**config.mk**
```make
export PLATFORM = sky130hd
export DESIGN_NAME = freq_meter
export DESIGN_NICKNAME = d
export VERILOG_FILES = /design/src/rtl/freq_meter.sv
export SDC_FILE = /design/constraint.sdc
export NUM_CORES = 1
export LEC_CHECK = 0
export ABC_AREA = 1
export CORE_MARGIN = 8
export CORE_UTILIZATION = 30
export DETAILED_ROUTE_END_ITERATION = 8
export GPL_TIMING_DRIVEN = 0
export PLACE_DENSITY_LB_ADDON = 0.2
export SLEW_MARGIN = 20
export SYNTH_ARGS = -nofsm -noshare
export SYNTH_HDL_FRONTEND = slang
export SYNTH_SLANG_ARGS = --single-unit
```
**constraint.sdc**
```tcl
create_clock -name clk -period 2.6 [get_ports clk]
set_input_delay 0.52 -clock clk [delete_from_list [all_inputs] [get_ports clk]]
set_output_delay 0.52 -clock clk [all_outputs]
set_load 0.01 [all_outputs]
```
**src/rtl/freq_meter.sv**
```systemverilog
// freq_meter: counts rising edges and high time of an asynchronous input over
// a fixed gate window of GATE_CYCLES clk cycles, then latches the results with
// a one-cycle valid strobe. The next window starts on the cycle after the last
// one, so there is no gap between windows.
module freq_meter #(
    parameter int unsigned CLK_FREQ    = 12000000,
    parameter int unsigned GATE_CYCLES = 12000000,
    parameter int unsigned CNT_W       = 24,
    parameter int unsigned GATE_W      = 24
) (
    input  logic              clk,
    input  logic              rst,
    input  logic              en,
    input  logic              sig_in,
    output logic [CNT_W-1:0]  freq_cnt,
    output logic [GATE_W-1:0] high_cnt,
    output logic              meas_ovf,
    output logic              meas_valid
);

    localparam logic [GATE_W-1:0] GATE_LAST = GATE_W'(GATE_CYCLES - 1);

    // Reject parameter sets that would make the meter meaningless.
    if (CLK_FREQ == 0 || GATE_CYCLES == 0 || CNT_W == 0) begin : g_param_check
        $error("freq_meter: CLK_FREQ, GATE_CYCLES and CNT_W must be non-zero");
    end

    logic              s1, s2, s3;
    logic [1:0]        arm_cnt;
    logic              armed;
    logic              rise;
    logic              hi;
    logic              edge_full;
    logic              sat_now;
    logic              win_last;
    logic [CNT_W-1:0]  edge_cnt;
    logic [CNT_W-1:0]  edge_next;
    logic [GATE_W-1:0] gate_cnt;
    logic [GATE_W-1:0] high_cnt_r;
    logic [GATE_W-1:0] high_next;
    logic              ovf_r;

    // Two-flop synchroniser plus one delay stage for rising-edge detection.
    always_ff @(posedge clk) begin
        if (rst) begin
            s1 <= 1'b0;
            s2 <= 1'b0;
            s3 <= 1'b0;
        end else begin
            s1 <= sig_in;
            s2 <= s1;
            s3 <= s2;
        end
    end

    // Arm counter: ignores the synchroniser for 3 cycles after reset so a
    // level already high at reset release is not mistaken for an edge.
    always_ff @(posedge clk) begin
        if (rst) begin
            arm_cnt <= '0;
        end else if (!armed) begin
            arm_cnt <= arm_cnt + 2'd1;
        end
    end

    // Edge/level qualification and next-value arithmetic for the counters.
    always_comb begin
        armed     = (arm_cnt == 2'd3);
        rise      = s2 & ~s3 & armed;
        hi        = s2 & armed;
        edge_full = &edge_cnt;
        sat_now   = rise & edge_full;
        edge_next = edge_cnt + CNT_W'(rise & ~edge_full);
        high_next = high_cnt_r + GATE_W'(hi);
        win_last  = en && (gate_cnt == GATE_LAST);
    end

    // Window counters: cleared while idle, restart from 0 right after close.
    always_ff @(posedge clk) begin
        if (rst || !en || win_last) begin
            gate_cnt   <= '0;
            edge_cnt   <= '0;
            high_cnt_r <= '0;
            ovf_r      <= 1'b0;
        end else begin
            gate_cnt   <= gate_cnt + GATE_W'(1);
            edge_cnt   <= edge_next;
            high_cnt_r <= high_next;
            ovf_r      <= ovf_r | sat_now;
        end
    end

    // Result registers: latch the closing cycle's totals and pulse valid.
    always_ff @(posedge clk) begin
        if (rst) begin
            freq_cnt   <= '0;
            high_cnt   <= '0;
            meas_ovf   <= 1'b0;
            meas_valid <= 1'b0;
        end else begin
            meas_valid <= win_last;
            if (win_last) begin
                freq_cnt <= edge_next;
                high_cnt <= high_next;
                meas_ovf <= ovf_r | sat_now;
            end
        end
    end

endmodule

```
Word level (Yosys, flattened, before mapping)
Index checks and enable logic that the tools add are counted.
{"block": "totals", "ff_bits": 128, "inputBits": 4, "output_inout_bits": 50}
{"block": "classes", "n_eq_ne": 2, "bitwise_logic": 8, "n_reduce_logical": 5, "n_addsub": 4}
{"cell": "$add A24 B1 Y24", "count": 1}
{"cell": "$add A24 B1 Y24 const B", "count": 1}
{"cell": "$add A24 B24 Y24", "count": 1}
{"cell": "$and A1 B24 Y24", "count": 1}
{"cell": "$eq A24 B24 Y1 const B", "count": 1}
{"cell": "$not A1 Y24", "count": 1}
{"cell": "$reduce_and A24 Y1", "count": 1}
{"cell": "$and A1 B1 Y1", "count": 4}
{"cell": "$add A2 B1 Y2 const B", "count": 1}
{"cell": "$eq A2 B2 Y1 const B", "count": 1}
{"cell": "$logic_or A1 B1 Y1", "count": 2}
{"cell": "$logic_and A1 B1 Y1", "count": 1}
{"cell": "$logic_not A1 Y1", "count": 1}
{"cell": "$not A1 Y1", "count": 1}
{"cell": "$or A1 B1 Y1", "count": 1}

Depth between registers and ports, before layout
{"block": "depth", "depth_word": 5, "depth_mapped": 16, "depth_no_buf": 16}

Worst setup path before layout
OpenSTA, ideal clock, no wires.
{"block": "synth_timing", "kind": "reg-to-reg", "from": "register arm_cnt[0]", "to": "register freq_cnt[22]", "period_less_slack_ns": 2.254, "arrival_time_ns": 2.143, "required_ns": 2.488, "setup_slack_ns": 0.346, "setup_ns": 0.112, "stages_incl_launch_ff": 16, "path_cell_list": "dfxtp_1 -> ha_1 -> nand2_1 -> nor2_1 -> a21boi_0 -> ha_1 -> ha_1 -> inv_1 -> nor2_1 -> nand2_1 -> nor2_1 -> nand2_1 -> nand2_1 -> nand2_1 -> nor2_1 -> nor2_1"}
{"block": "synth_between", "elab_chain_cells": 4}
{"item": "start, declared", "line": "29", "source": "logic [1:0] arm_cnt;"}
{"item": "start signal, assigned", "line": "62", "source": "arm_cnt <= arm_cnt + 2'd1;"}
{"item": "$eq A2 B2 Y1", "line": "68", "source": "armed = (arm_cnt == 2'd3);"}
{"item": "$and A1 B1 Y1", "line": "69", "source": "rise = s2 & ~s3 & armed;"}
{"item": "$and A1 B24 Y24", "line": "73", "source": "edge_next = edge_cnt + CNT_W'(rise & ~edge_full);"}
{"item": "$add A24 B24 Y24", "line": "73"}
{"item": "end signal, assigned", "line": "103", "source": "freq_cnt <= edge_next;"}
{"item": "end, declared", "line": "15", "source": "output logic [CNT_W-1:0] freq_cnt,"}
Every way passes these cells.
A chain may end at the register's enable or synchronous reset.

Final worst setup path
{"block": "layout_timing", "from": "register edge_cnt[13]", "to": "register freq_cnt[6]"}
{"block": "layout_between", "elab_chain_cells": 4}
{"item": "start, declared", "line": "36", "source": "logic [CNT_W-1:0] edge_cnt;"}
{"item": "start signal, assigned", "line": "87", "source": "edge_cnt <= edge_next;"}
{"item": "$reduce_and A24 Y1", "line": "71", "source": "edge_full = &edge_cnt;"}
{"item": "$not A1 Y24", "line": "73"}
{"item": "$and A1 B24 Y24", "line": "73"}
{"item": "$add A24 B24 Y24", "line": "73"}
Every way passes these cells.

==> results.toml <==
[status]
outcome = "complete, no violations"

[sta]
slew_viol_final = 0
fin_crit_sh = 0.8979
hold_viol = 0
worst_slew_pin_slew_ns = 0.7922
rsz0062_at_grt = "no"
setup_viol = 0
fmax_ghz = 0.4284
fin_crit_ns = 2.334
hold_slack_ns = 0.4160
finClkSkew_ns = 0.01506
relSlewSlack = 0.4675

[logic_synthesis]
synth_ff_type = "dfxtp_1"
synth_nets = 971
synth_cells = 960
async_flop_share = 0
ys_seq_area_frac = 0.4160
ys_top_cells_by_area = "dfxtp_1 42%, nand2_1 18%, nor2_1 13%"
yosys_warnings = 0
syn_area_um2 = 6160
yosysMostFrequentCell = "nand2_1"
synth.largest_area_cell = "dfxtp_1"
syn_avg_cell_area_um2 = 6.416
synth_seq_cells = 128
yosys.area.top_type_share = 0.4160
synthTopCellsByCount = "290 x nand2_1, 215 x nor2_1, 135 x inv_1, 128 x dfxtp_1, 42 x nand3_1"
synth_cell_types = 28
synth_edf_count = 0

[placement]
hpwl_um = 12270
gp_congestion = 0.8572
portBuffers = 53
place_inst = 1283

[clocking]
clk_pin_slew_ns = 0.06
clock_sinks = 128
clk_latency_ns = 0.43
cts.htree.levels = 4
cts_root_buffer = "clkbuf_16"
cts_tree = "built"
cts_setup_buffers = 0
cts_buffer_depth = 2
numCtsBuffers = 17
postCtsHoldBufs = 0

[die]
die_area_um2 = 25370
io_pins = 54
die_x_um = 159.3
rows = 52
die_h_um = 159.3
initial_core_util = 0.3054
core_area_um2 = 20170

[grt]
antenna_found_initial = 0
grt_max_degree = 17
grt_pass1_wl_um = 27270
grt_pass1_vias = 5388
grt_overflow = 0
track_usage = 0.1344

[pwr]
p_leak_nw = 3.215
pwr_density_cell_nw_per_um2 = 609.3
ir_drop_mv = 0.4771

[run]
max_cap_violations = 0

[layout]
drive_above_1_share = 0.07177
n_fill_cell = 2204
diodes = 0
nNetsFinal = 1043
instances_no_fill = 1315
syn_to_final_growth_pct = 25.55

[drt]
drt.antenna.violating_nets = 0
num_vias = 5623
drc = 0
drt_iter0_drc = 358
drt_first_pass_iters = 4
wire_per_inst_um = 12.58
viasPerCell = 4.276
wirelength_um = 16550

[worst_setup_path]
crit_path_max_fanout = 4
cp.arrival_ns = 2.65
worst-setup-path-type = "reg2reg"
start_kind = "register"
required_ns = 2.92
critPathCaptureType = "register"

[worst_hold_path]
hold_class = "reg2reg"
==> final timing paths <==
| path | from | to | slack, ns | cells after the start |
|---|---|---|---|---|
| max | edge_cnt[13]$_SDFF_PP0_ | freq_cnt[6]$_SDFFE_PP0P_ | 0.27 | 12 |
| min reg2reg | s1$_SDFF_PP0_ | s2$_SDFF_PP0_ | 0.42 | 2 |
| min | s1$_SDFF_PP0_ | s2$_SDFF_PP0_ | 0.42 | 2 |
| max reg2reg | edge_cnt[13]$_SDFF_PP0_ | freq_cnt[6]$_SDFFE_PP0P_ | 0.27 | 12 |
==> routing by layer <==
layer,vias to the layer above,global-route usage,wire [um]
li1,3049,-,-
met1,2459,0.1648,7742
met2,92,0.2195,7657
met3,23,0.03594,830
met4,0,0.05489,316
met5,-,0,0
==> cell type report <==
cell class / instances / area (um^2) / area share
multi-input combinational: 671 / 2989 / 0.3865
sequential: 128 / 2564 / 0.3315
timing repair buffer: 53 / 530.5 / 0.06860
inverter: 139 / 521.8 / 0.06746
clock buffer: 22 / 464.2 / 0.06002
tap: 270 / 337.8 / 0.04368
clock inverter: 10 / 181.4 / 0.02346
buffer: 22 / 145.1 / 0.01877
==> metrics by stage <==
| step | power, mW | setup slack (ns) | utilization | area, um^2 | TNS [ns] |
|---|---|---|---|---|---|
| 6_report | 4.712 | 0.2656 | 0.3834 | 7734 | 0 |
| 5_1_grt | 4.864 | 0.03460 | 0.3834 | 7734 | 0 |
| 4_1_cts | 4.772 | 0.04002 | 0.3810 | 7685 | 0 |
| 3_5_place_dp | 2.117 | -0.3071 | 0.3484 | 7028 | -2.057 |
| 3_3_place_gp | 2.115 | -0.2897 | 0.3484 | 7028 | -1.812 |
| 2_1_floorplan | 2.078 | 0.3458 | - | 6160 | 0 |
==> what timing repair did <==
item	in CTS	in global routing
endpoints found under the setup margin	15	14
gates resized for setup	4	19
endpoints found under the hold margin	0	0
pin swaps	0	1
==> layout by cell type (no fill, tap or decap), drive strengths merged, types with 16 or more instances in the layout <==
cell / netlist / layout
o21ai: 20 / 20
nor2: 217 / 217
clkdlybuf4s50: 0 / 53
inv: 139 / 140
nand3: 44 / 44
nand2: 291 / 291
a21oi: 38 / 38
dfxtp: 128 / 128
clkbuf: 6 / 28
buf: 16 / 16
==> report_power, final <==
part | total (mW) | switching, mW | internal [mW]
Clock | 2.64 | 0.889 | 1.75
Combinational | 0.0909 | 0.0624 | 0.0285
Sequential | 1.98 | 0.00735 | 1.97
==> worst max-delay path, stage by stage (launching register included) <==
cell	delay, ns
dfxtp_1	0.39
nand2_1	0.12
nor2_2	0.19
nand2_1	0.11
nor2_2	0.18
a21boi_4	0.08
ha_1	0.20
ha_2	0.20
nand3_1	0.14
nor2_2	0.08
or2_2	0.30
a21oi_2	0.18
nor2_1	0.05
==> sequential cells by signal, indices dropped and copies added, names as in the netlist <==
signal / flops
s1: 1
ovf_r: 1
s3: 1
high_cnt: 24
freq_cnt: 24
arm_cnt: 2
gate_cnt: 24
meas_ovf: 1
s2: 1
edge_cnt: 24
meas_valid: 1
high_cnt_r: 24
==> logic make-up after synthesis <==
family,count (synthesis),synth area share
and+or+nand+nor,584,0.3837
AOI/OAI and AO/OA,61,0.05078
xor gates and xnor gates,19,0.02702
DFF,128,0.4160
adders and majority gates,7,0.01422
buffers and inverters,161,0.1083
(Power assumes the default switching activity.)
